<file path="config.mk">
export PLATFORM = sky130hd
export DESIGN_NAME = seg_display_scheduler_flat
export DESIGN_NICKNAME = d
export VERILOG_FILES = /design/src/rtl/seg_display_scheduler_if.sv /design/src/rtl/seg_display_scheduler.sv /design/src/flat_wrapper.sv
export SDC_FILE = /design/constraint.sdc
export NUM_CORES = 1
export LEC_CHECK = 0
export ABC_AREA = 1
export CORE_MARGIN = 2
export CORE_UTILIZATION = 35
export CTS_CLUSTER_DIAMETER = 80
export CTS_CLUSTER_SIZE = 40
export DETAILED_ROUTE_END_ITERATION = 6
export PLACE_DENSITY = 0.63
export SYNTH_ARGS = -nofsm -noshare
export SYNTH_HDL_FRONTEND = slang
export SYNTH_SLANG_ARGS = --single-unit
</file>
<file path="constraint.sdc">
create_clock -name clk -period 2.3 [get_ports clk]
set_clock_uncertainty 0.15 [all_clocks]
set_input_delay 0.345 -clock clk [delete_from_list [all_inputs] [get_ports clk]]
set_output_delay 0.345 -clock clk [all_outputs]
set_load 0.02 [all_outputs]
</file>
<file path="src/rtl/seg_display_scheduler_if.sv">
// Requester-side bundle for the display scheduler: three BCD sources in,
// current owner, displayed word and dwell status out.
interface seg_display_scheduler_if;
  logic [2:0]  req;
  logic [15:0] data0;
  logic [15:0] data1;
  logic [15:0] data2;
  logic [2:0]  grant;
  logic [15:0] nums;
  logic        dwell_done;

  modport master (
    output req, data0, data1, data2,
    input  grant, nums, dwell_done
  );

  modport slave (
    input  req, data0, data1, data2,
    output grant, nums, dwell_done
  );
endinterface

</file>
<file path="src/rtl/seg_display_scheduler.sv">
// Round-robin time-sharing of one four-digit seven-segment display among
// three requesters, with a minimum dwell per grant and an idle pattern.
module seg_display_scheduler #(
  parameter int          HOLD_CYCLES = 50_000_000,
  parameter logic [15:0] IDLE_NUMS   = 16'hFFFF
) (
  input logic                     clk,
  input logic                     rst,
  seg_display_scheduler_if.slave  bus
);

  localparam int TW = (HOLD_CYCLES > 1) ? $clog2(HOLD_CYCLES) : 1;
  localparam logic [TW-1:0] TMAX = TW'(HOLD_CYCLES - 1);

  localparam logic [0:0] S_IDLE = 1'b0;
  localparam logic [0:0] S_OWN  = 1'b1;

  logic [0:0]    state_q, state_d;
  logic [1:0]    owner_q, owner_d;
  logic [1:0]    last_q, last_d;
  logic [TW-1:0] timer_q, timer_d;
  logic [15:0]   nums_q, nums_d;

  function automatic logic [1:0] next_idx(input logic [1:0] x);
    return (x == 2'd2) ? 2'd0 : x + 2'd1;
  endfunction

  function automatic logic [2:0] onehot(input logic [1:0] x);
    logic [2:0] oh;
    oh = 3'b000;
    case (x)
      2'd0:    oh = 3'b001;
      2'd1:    oh = 3'b010;
      2'd2:    oh = 3'b100;
      default: oh = 3'b000;
    endcase
    return oh;
  endfunction

  // Winner of a request vector, searching from last+1 and visiting last at the end.
  function automatic logic [1:0] rr_pick(input logic [2:0] r, input logic [1:0] last);
    logic [3:0] rr;
    logic [1:0] c0, c1, c2, idx;
    rr  = {1'b0, r};
    c0  = next_idx(last);
    c1  = next_idx(c0);
    c2  = next_idx(c1);
    idx = c2;
    if (rr[c1]) idx = c1;
    if (rr[c0]) idx = c0;
    return idx;
  endfunction

  function automatic logic [15:0] sel_data(input logic [1:0] idx, input logic [15:0] d0,
                                           input logic [15:0] d1, input logic [15:0] d2);
    logic [15:0] d;
    case (idx)
      2'd0:    d = d0;
      2'd1:    d = d1;
      default: d = d2;
    endcase
    return d;
  endfunction

  logic       own_req;
  logic [2:0] others;
  logic       done;
  logic [1:0] pick_idle, pick_hand;

  always_comb begin
    own_req   = |(bus.req & onehot(owner_q));
    others    = bus.req & ~onehot(owner_q);
    done      = (timer_q == TMAX);
    pick_idle = rr_pick(bus.req, last_q);
    pick_hand = rr_pick(others, owner_q);

    state_d = state_q;
    owner_d = owner_q;
    last_d  = last_q;
    timer_d = timer_q;
    nums_d  = nums_q;

    if (state_q == S_IDLE) begin
      nums_d  = IDLE_NUMS;
      timer_d = '0;
      if (|bus.req) begin
        state_d = S_OWN;
        owner_d = pick_idle;
        last_d  = pick_idle;
        nums_d  = sel_data(pick_idle, bus.data0, bus.data1, bus.data2);
      end
    end else if (!done) begin
      // Grant is held regardless of req until the dwell elapses; data freezes if req drops.
      timer_d = timer_q + TW'(1);
      if (own_req) nums_d = sel_data(owner_q, bus.data0, bus.data1, bus.data2);
    end else if (|others) begin
      owner_d = pick_hand;
      last_d  = pick_hand;
      timer_d = '0;
      nums_d  = sel_data(pick_hand, bus.data0, bus.data1, bus.data2);
    end else if (own_req) begin
      nums_d = sel_data(owner_q, bus.data0, bus.data1, bus.data2);
    end else begin
      state_d = S_IDLE;
      timer_d = '0;
      nums_d  = IDLE_NUMS;
    end
  end

  always_ff @(posedge clk) begin
    if (rst) begin
      state_q <= S_IDLE;
      owner_q <= 2'd0;
      last_q  <= 2'd2;
      timer_q <= '0;
      nums_q  <= IDLE_NUMS;
    end else begin
      state_q <= state_d;
      owner_q <= owner_d;
      last_q  <= last_d;
      timer_q <= timer_d;
      nums_q  <= nums_d;
    end
  end

  assign bus.grant      = (state_q == S_OWN) ? onehot(owner_q) : 3'b000;
  assign bus.nums       = nums_q;
  assign bus.dwell_done = (state_q == S_OWN) && (timer_q == TMAX);

endmodule

</file>
<file path="src/flat_wrapper.sv">
// flat-port wrapper written by rule: the top's interface ports become plain ports
module seg_display_scheduler_flat 
#(
  parameter int          HOLD_CYCLES = 50_000_000,
  parameter logic [15:0] IDLE_NUMS   = 16'hFFFF
)
  (clk, rst, bus_req, bus_data0, bus_data1, bus_data2, bus_grant, bus_nums, bus_dwell_done);
  seg_display_scheduler_if bus_i ();
  input logic clk;
  input logic rst;
  input wire logic [$bits(bus_i.req)-1:0] bus_req;
  input wire logic [$bits(bus_i.data0)-1:0] bus_data0;
  input wire logic [$bits(bus_i.data1)-1:0] bus_data1;
  input wire logic [$bits(bus_i.data2)-1:0] bus_data2;
  output wire logic [$bits(bus_i.grant)-1:0] bus_grant;
  output wire logic [$bits(bus_i.nums)-1:0] bus_nums;
  output wire logic [$bits(bus_i.dwell_done)-1:0] bus_dwell_done;
  assign bus_i.req = bus_req;
  assign bus_i.data0 = bus_data0;
  assign bus_i.data1 = bus_data1;
  assign bus_i.data2 = bus_data2;
  assign bus_grant = bus_i.grant;
  assign bus_nums = bus_i.nums;
  assign bus_dwell_done = bus_i.dwell_done;
  seg_display_scheduler #(.HOLD_CYCLES(HOLD_CYCLES), .IDLE_NUMS(IDLE_NUMS)) u_core (.clk(clk), .rst(rst), .bus(bus_i));
endmodule
</file>
==> run metrics, run 1 <==
outcome completed; # DRC 0; Critical Path RT 1.80 ns; Die H 112 µm; sequential fraction of the synthesis area 0.226; largest net degree at the start of global routing 31; synth unique cells 38; Slew Limit Headroom 0.669; die area 12500 µm²; initial antenna violation count 0; clock tree buffer depth 2; vias in the first global route 4802; Sinks on Clock Net 46; Design Power a little under 3 mW; Seq cells post-synth 46; crit path kind register to output pin; Post-Syn Area 4080 µm²; CTS Hold Bufs 0; delay-heaviest family, CP buffers and inverters; most common cell after layout, fill and taps aside nand2_1; yosys warns 0; drt first pass iters 5; Final Wtd Congestion between 0.9 and 1; CTS clk-pin slew, worst paths 0.07 ns; number of port buffers 72; CTS root buf clkbuf_16; most frequent cells in the layout nand2_1 (274), nor2_1 (86), clkdlybuf4s50_1 (70); Detail Route Antenna Nets 0; Starting DRT DRC Count 323; Final Cell Area 5310 µm²; FMAX 0.452 GHz; Total Routing Usage GR 0.214; final wirelength 13400 µm; CTS tree done; CP Max Fanout 8; hold path start u_core.timer_q[24]; vias 4878; site row count 39; cells after synthesis 716; Startpoint Class register; Crit. Startpoint u_core.last_q[0]; Tightest Hold Check Type register to register; Crit-path slowest cell clkdlybuf4s50_1; count of final hold-check violations 0; first-pass GRT wire length 22300 µm; post-CTS setup buffers 0; crit path cell chain nand2_4, nor2_1, clkdlybuf4s50_1; share of layout cells above drive strength 1 0.118; die width 112 µm; vias per cell 5.11; initial core utilization 0.359; Avg Synthesized Cell Area 5.69 µm²; Remaining Overflow, GRT 0; LEAKAGE ~2.4 nW; crit path time final 2.21 ns; Crit path largest cell delay 0.60 ns; diodes inserted 0; wire per inst 14.0 µm; H-tree Lvls 2; CP Buf/Inv Count 1; core footprint 11400 µm²; Worst-Skew Late Latency 0.29 ns; synthesized net count between 700 and 800; placed cell area 5140 µm²; I/O Pins 73; Final setup viols 0; Worst EP arrival 1.72 ns; Slew @ Worst Pin slightly below 0.5 ns; post-DP HPWL roughly 10000 µm; pwr/cell area about 550 nW/µm²; fraction of the cycle the final worst path needs 0.963; Inserted Clock Buffers 5; Area Overhead vs Synth 30.4%; Final Slew Violations 0; CP endpoint kind output pin; NumNets Final 864; Critical R2R Launch u_core.timer_q[15]; unrepaired setup endpoints after global routing true; max cap viols 0; largest vdd supply drop slightly below 0.3 mV
==> cells in the mapped netlist <==
master | count | area (µm²)
nor3_2 | 1 | 10.0
o21ai_1 | 16 | 80.1
nor2_8 | 2 | 40.0
nor2_1 | 87 | 327
nor4_1 | 3 | 18.8
ha_1 | 1 | 12.5
nor3_4 | 1 | 16.3
clkbuf_1 | 5 | 18.8
nor3_1 | 6 | 30.0
buf_6 | 6 | 67.6
xnor2_1 | 1 | 8.76
o211ai_1 | 1 | 7.51
o21ai_0 | 8 | 40.0
clkinv_1 | 2 | 7.51
nand2_2 | 6 | 37.5
o21ai_2 | 1 | 8.76
a211oi_1 | 5 | 37.5
a22o_1 | 8 | 70.1
a21oi_2 | 1 | 8.76
nor2_4 | 5 | 56.3
nand3_2 | 3 | 30.0
a21oi_1 | 27 | 135
inv_2 | 13 | 48.8
nand3b_1 | 1 | 7.51
a221oi_1 | 8 | 70.1
a22oi_1 | 1 | 7.51
o21a_1 | 2 | 15.0
nand3_1 | 49 | 245
nand2_1 | 274 | 1030
nor2_2 | 6 | 37.5
nand3_4 | 2 | 35.0
nand4_1 | 26 | 163
inv_1 | 68 | 255
buf_2 | 11 | 55.1
buf_4 | 4 | 30.0
nand2_4 | 4 | 45.0
dfxtp_1 | 46 | 921
xor2_1 | 5 | 43.8
==> worst reg2reg max path: stages, from the launching register on <==
cell and delay, ns:
dfxtp_1 0.37, nand2_1 0.11, buf_4 0.15, nor2_2 0.14, inv_2 0.07, nor2_4 0.12, inv_2 0.07, nor2_8 0.17
nand2_4 0.18, buf_4 0.23, a22oi_1 0.20, nor2_1 0.06
==> flip-flops by register name (all words and copies together) (netlist names) <==
| name | count |
|---|---|
| u_core.last_q | 2 |
| u_core.state_q | 1 |
| u_core.timer_q | 26 |
| u_core.owner_q | 1 |
| u_core.bus.nums | 16 |
==> power breakdown <==
part / switching (mW) / total, mW / internal (mW)
clock network: 0.326 / 0.841 / 0.515
registers: 0.0529 / 0.907 / 0.855
logic: 0.691 / 1.17 / 0.477
==> layout make-up <==
type	count	area, µm²
well taps	143	179
multi-input cells	561	2680
clock inverters	3	43.8
repair buffers	113	1050
clock buffers	5	125
flip-flops and latches	46	921
fillers	1175	6060
inverters	83	312
==> path summary, 6_finish.rpt <==
| path | endpoint | slack [ns] | depth (start not counted) |
|---|---|---|---|
| worst min register to register | u_core.timer_q[24] | 0.34 | 2 |
| worst max register to register | u_core.timer_q[25] | 0.15 | 11 |
| worst max-delay path | bus_grant[1] | 0.09 | 3 |
| worst min-delay path | u_core.timer_q[24] | 0.34 | 2 |
==> metal layers <==
metal / vias up / routed length (µm) / track usage
met5: - / 0 / 0
met4: 0 / 260 / 0.0872
met3: 21 / 864 / 0.0316
met2: 179 / 6380 / 0.367
met1: 2202 / 5890 / 0.268
li1: 2476 / - / -
==> cell families after synthesis <==
family	Yosys count	share of synthesized area
AOI/OAI and AO/OA	78	0.118
xor gates and xnor gates	6	0.0129
adders and majority gates	1	0.00307
buffers and inverters	109	0.118
DFF	46	0.226
and+or+nand+nor	476	0.522
==> metrics by stage <==
step | hold slack, ns | TNS, ns | std cells | setup slack [ns] | util
finish | 0.335 | 0 | 954 | 0.0857 | 0.467
global route | 0.367 | 0 | 954 | 0.000905 | 0.467
global placement | 0.320 | -0.525 | 946 | -0.0485 | 0.452
CTS | 0.337 | 0 | 954 | 0.00125 | 0.467
detailed placement | 0.326 | -1.04 | 946 | -0.0818 | 0.452
floorplan | 0.264 | 0 | 716 | 0.552 | -
==> timing repair <==
action,CTS,global route
gates resized for setup,2,4
pin swaps,0,0
setup endpoints to repair,1,13
Note: power is estimated with default switching activity, not from simulation.
==> run 2: changes to the inputs <==
--- a/config.mk
+++ b/config.mk
@@ -8,6 +8,7 @@
 export ABC_AREA = 1
 export CORE_MARGIN = 2
 export CORE_UTILIZATION = 35
+export CTS_BUF_LIST = sky130_fd_sc_hd__clkbuf_8
 export CTS_CLUSTER_DIAMETER = 80
 export CTS_CLUSTER_SIZE = 40
 export DETAILED_ROUTE_END_ITERATION = 6
==> run metrics, run 2 (synthesis results as in run 1) <==
Design Power 2.71 mW (-7.1%); fillcell total 1188 (+1.1%); post-DP HPWL 10200 µm (unchanged); CTS clk-pin slew, worst paths 0.10 ns (+0.03 ns); initial core utilization 0.359 (unchanged); wire per inst 14.1 µm (+0.56%); site row count 39 (unchanged); crit path time final 2.18 ns (-0.0323 ns); Util after Layout 0.464 (-0.00330); Detail Route Antenna Nets 0 (unchanged); max reg flops 26 (unchanged); share of layout cells above drive strength 1 0.123 (+0.00493); diodes inserted 0 (unchanged); Final Wtd Congestion 0.901 (unchanged); I/O Pins 73 (unchanged); largest net degree at the start of global routing 31 (unchanged); first-pass GRT wire length 22300 µm (about the same); unrepaired setup endpoints after global routing true; Reg2Reg Capture Point u_core.timer_q[25]; FMAX 0.458 GHz (+1.5%); Critical R2R Launch u_core.timer_q[15]; die width 112 µm (unchanged); hold path start u_core.timer_q[3]; Startpoint Class register; Worst EP arrival 1.69 ns (-0.03 ns); Most flops, register u_core.timer_q; Hold Path End u_core.timer_q[3]; Metal-1 WL 5940 µm (+0.73%); final hold slack 0.312 ns (-0.0236 ns); number of port buffers 72 (unchanged); Worst-Skew Late Latency 0.32 ns (+0.03 ns); count of final hold-check violations 0 (unchanged); fraction of the cycle the final worst path needs 0.949 (-0.0140); met3 wire len 782 µm (-9.5%); post-CTS setup buffers 0 (unchanged); most frequent cells in the layout nand2_1 (274), nor2_1 (86), clkdlybuf4s50_1 (70); vias in the first global route 4806 (+0.083%); top sig layer met4; pwr/cell area 514 nW/µm² (-6.4%); CP endpoint kind output pin; final wirelength 13500 µm (+0.56%); H-tree Lvls 2 (unchanged); CTS root buf clkbuf_8; Total Routing Usage GR 0.213 (about the same); CTS tree done; Slew Limit Headroom 0.666 (-0.00377); CP Max Fanout 6 (-2); R2R Setup Slk 0.13 ns (-0.02 ns); NumNets Final 864 (unchanged); Sinks on Clock Net 46 (unchanged); Area Overhead vs Synth 29.4%; Starting DRT DRC Count 391 (+21%); vias 4955 (+1.6%); CTS Hold Bufs 0 (unchanged); drt first pass iters 6 (+1); Critical Path RT 1.80 ns (about the same); Die H 112 µm (unchanged); initial antenna violation count 0 (unchanged); placed cell area 5140 µm² (unchanged); Remaining Overflow, GRT 0 (unchanged); vias per cell 5.19 (+1.6%); Final Cell Area 5280 µm² (-0.71%); met2 WL post-DR 6480 µm (+1.6%); Final Slew Violations 0 (unchanged); LEAKAGE 2.39 nW (-1.5%); # DRC 0 (unchanged); core footprint 11400 µm² (unchanged); most common cell after layout, fill and taps aside nand2_1; outcome completed; crit path kind register to output pin; Setup TNS 0 ns (unchanged); Inserted Clock Buffers 5 (unchanged); reg2reg path depth 11 (unchanged); hold path depth 1 (-1); clock tree buffer depth 2 (unchanged); Final setup viols 0 (unchanged); Slew @ Worst Pin 0.500 ns (+0.00563 ns); largest vdd supply drop 0.296 mV (-0.87%); Tightest Hold Check Type register to register; max cap viols 0 (unchanged); die area 12500 µm² (unchanged)
==> run 2: cell count changes in the layout (fill, tap and decap cells not counted), moves of 3 or more <==
cell,delta
clkbuf_16,-5
dfxtp_2,+3
clkbuf_8,+5
dfxtp_1,-3
==> run 2: worst max-delay path by stage <==
| stage | startpoint | end | slack, ns |
|---|---|---|---|
| floorplan | u_core.timer_q[0] | u_core.bus.nums[10] | 0.55 |
| global placement | bus_req[2] | u_core.bus.nums[6] | -0.05 |
| detailed placement | bus_req[2] | u_core.bus.nums[12] | -0.08 |
| CTS | u_core.timer_q[15] | bus_dwell_done | 0.008 |
| global route | u_core.timer_q[15] | bus_dwell_done | -0.03 |
| finish | u_core.owner_q[1] | bus_grant[2] | 0.12 |
==> run 2: timing repair <==
| action | in CTS | in global routing |
|---|---|---|
| resized for setup | 4 | 7 |
| pin swaps | 0 | 2 |
| hold endpoints to repair | 0 | 0 |
| endpoints found under the setup margin | 2 | 20 |
==> run 2: power by group <==
group / internal [mW] / switching (mW) / leakage, nW
registers: 0.855 / 0.0533 / 0.378
logic: 0.475 / 0.693 / 1.96
clock network: 0.326 / 0.308 / 0.0585
total: 1.66 / 1.05 / 2.39
==> run 2: layer usage <==
metal,up-vias,GRT usage
li1,2477,-
met1,2246,0.267
met2,204,0.366
met3,28,0.0316
met4,0,0.0897
met5,-,0
==> run 2: stage by stage <==
stage / setup slack (ns) / instances
after CTS: 0.00794 / 954
after global placement: -0.0485 / 946
after detailed placement: -0.0818 / 946
after global routing: -0.0258 / 954
after floorplan: 0.552 / 716
final: 0.118 / 954
==> run 2: cell type report <==
cell class              count  area, µm²  share of cell area
clock inverters             3       43.8             0.00830
inverters                  83        312              0.0590
repair buffers            113       1050               0.200
well taps                 143        179              0.0339
clock buffers               5       68.8              0.0130
multi-input cells         561       2700               0.511
flip-flops and latches     46        925               0.175
==> run 2: critical path, stage by stage (launching register included) <==
cell and delay, ns:
dfxtp_1 0.53, nand2_1 0.13, nor2_1 0.10, clkdlybuf4s50_1 0.61
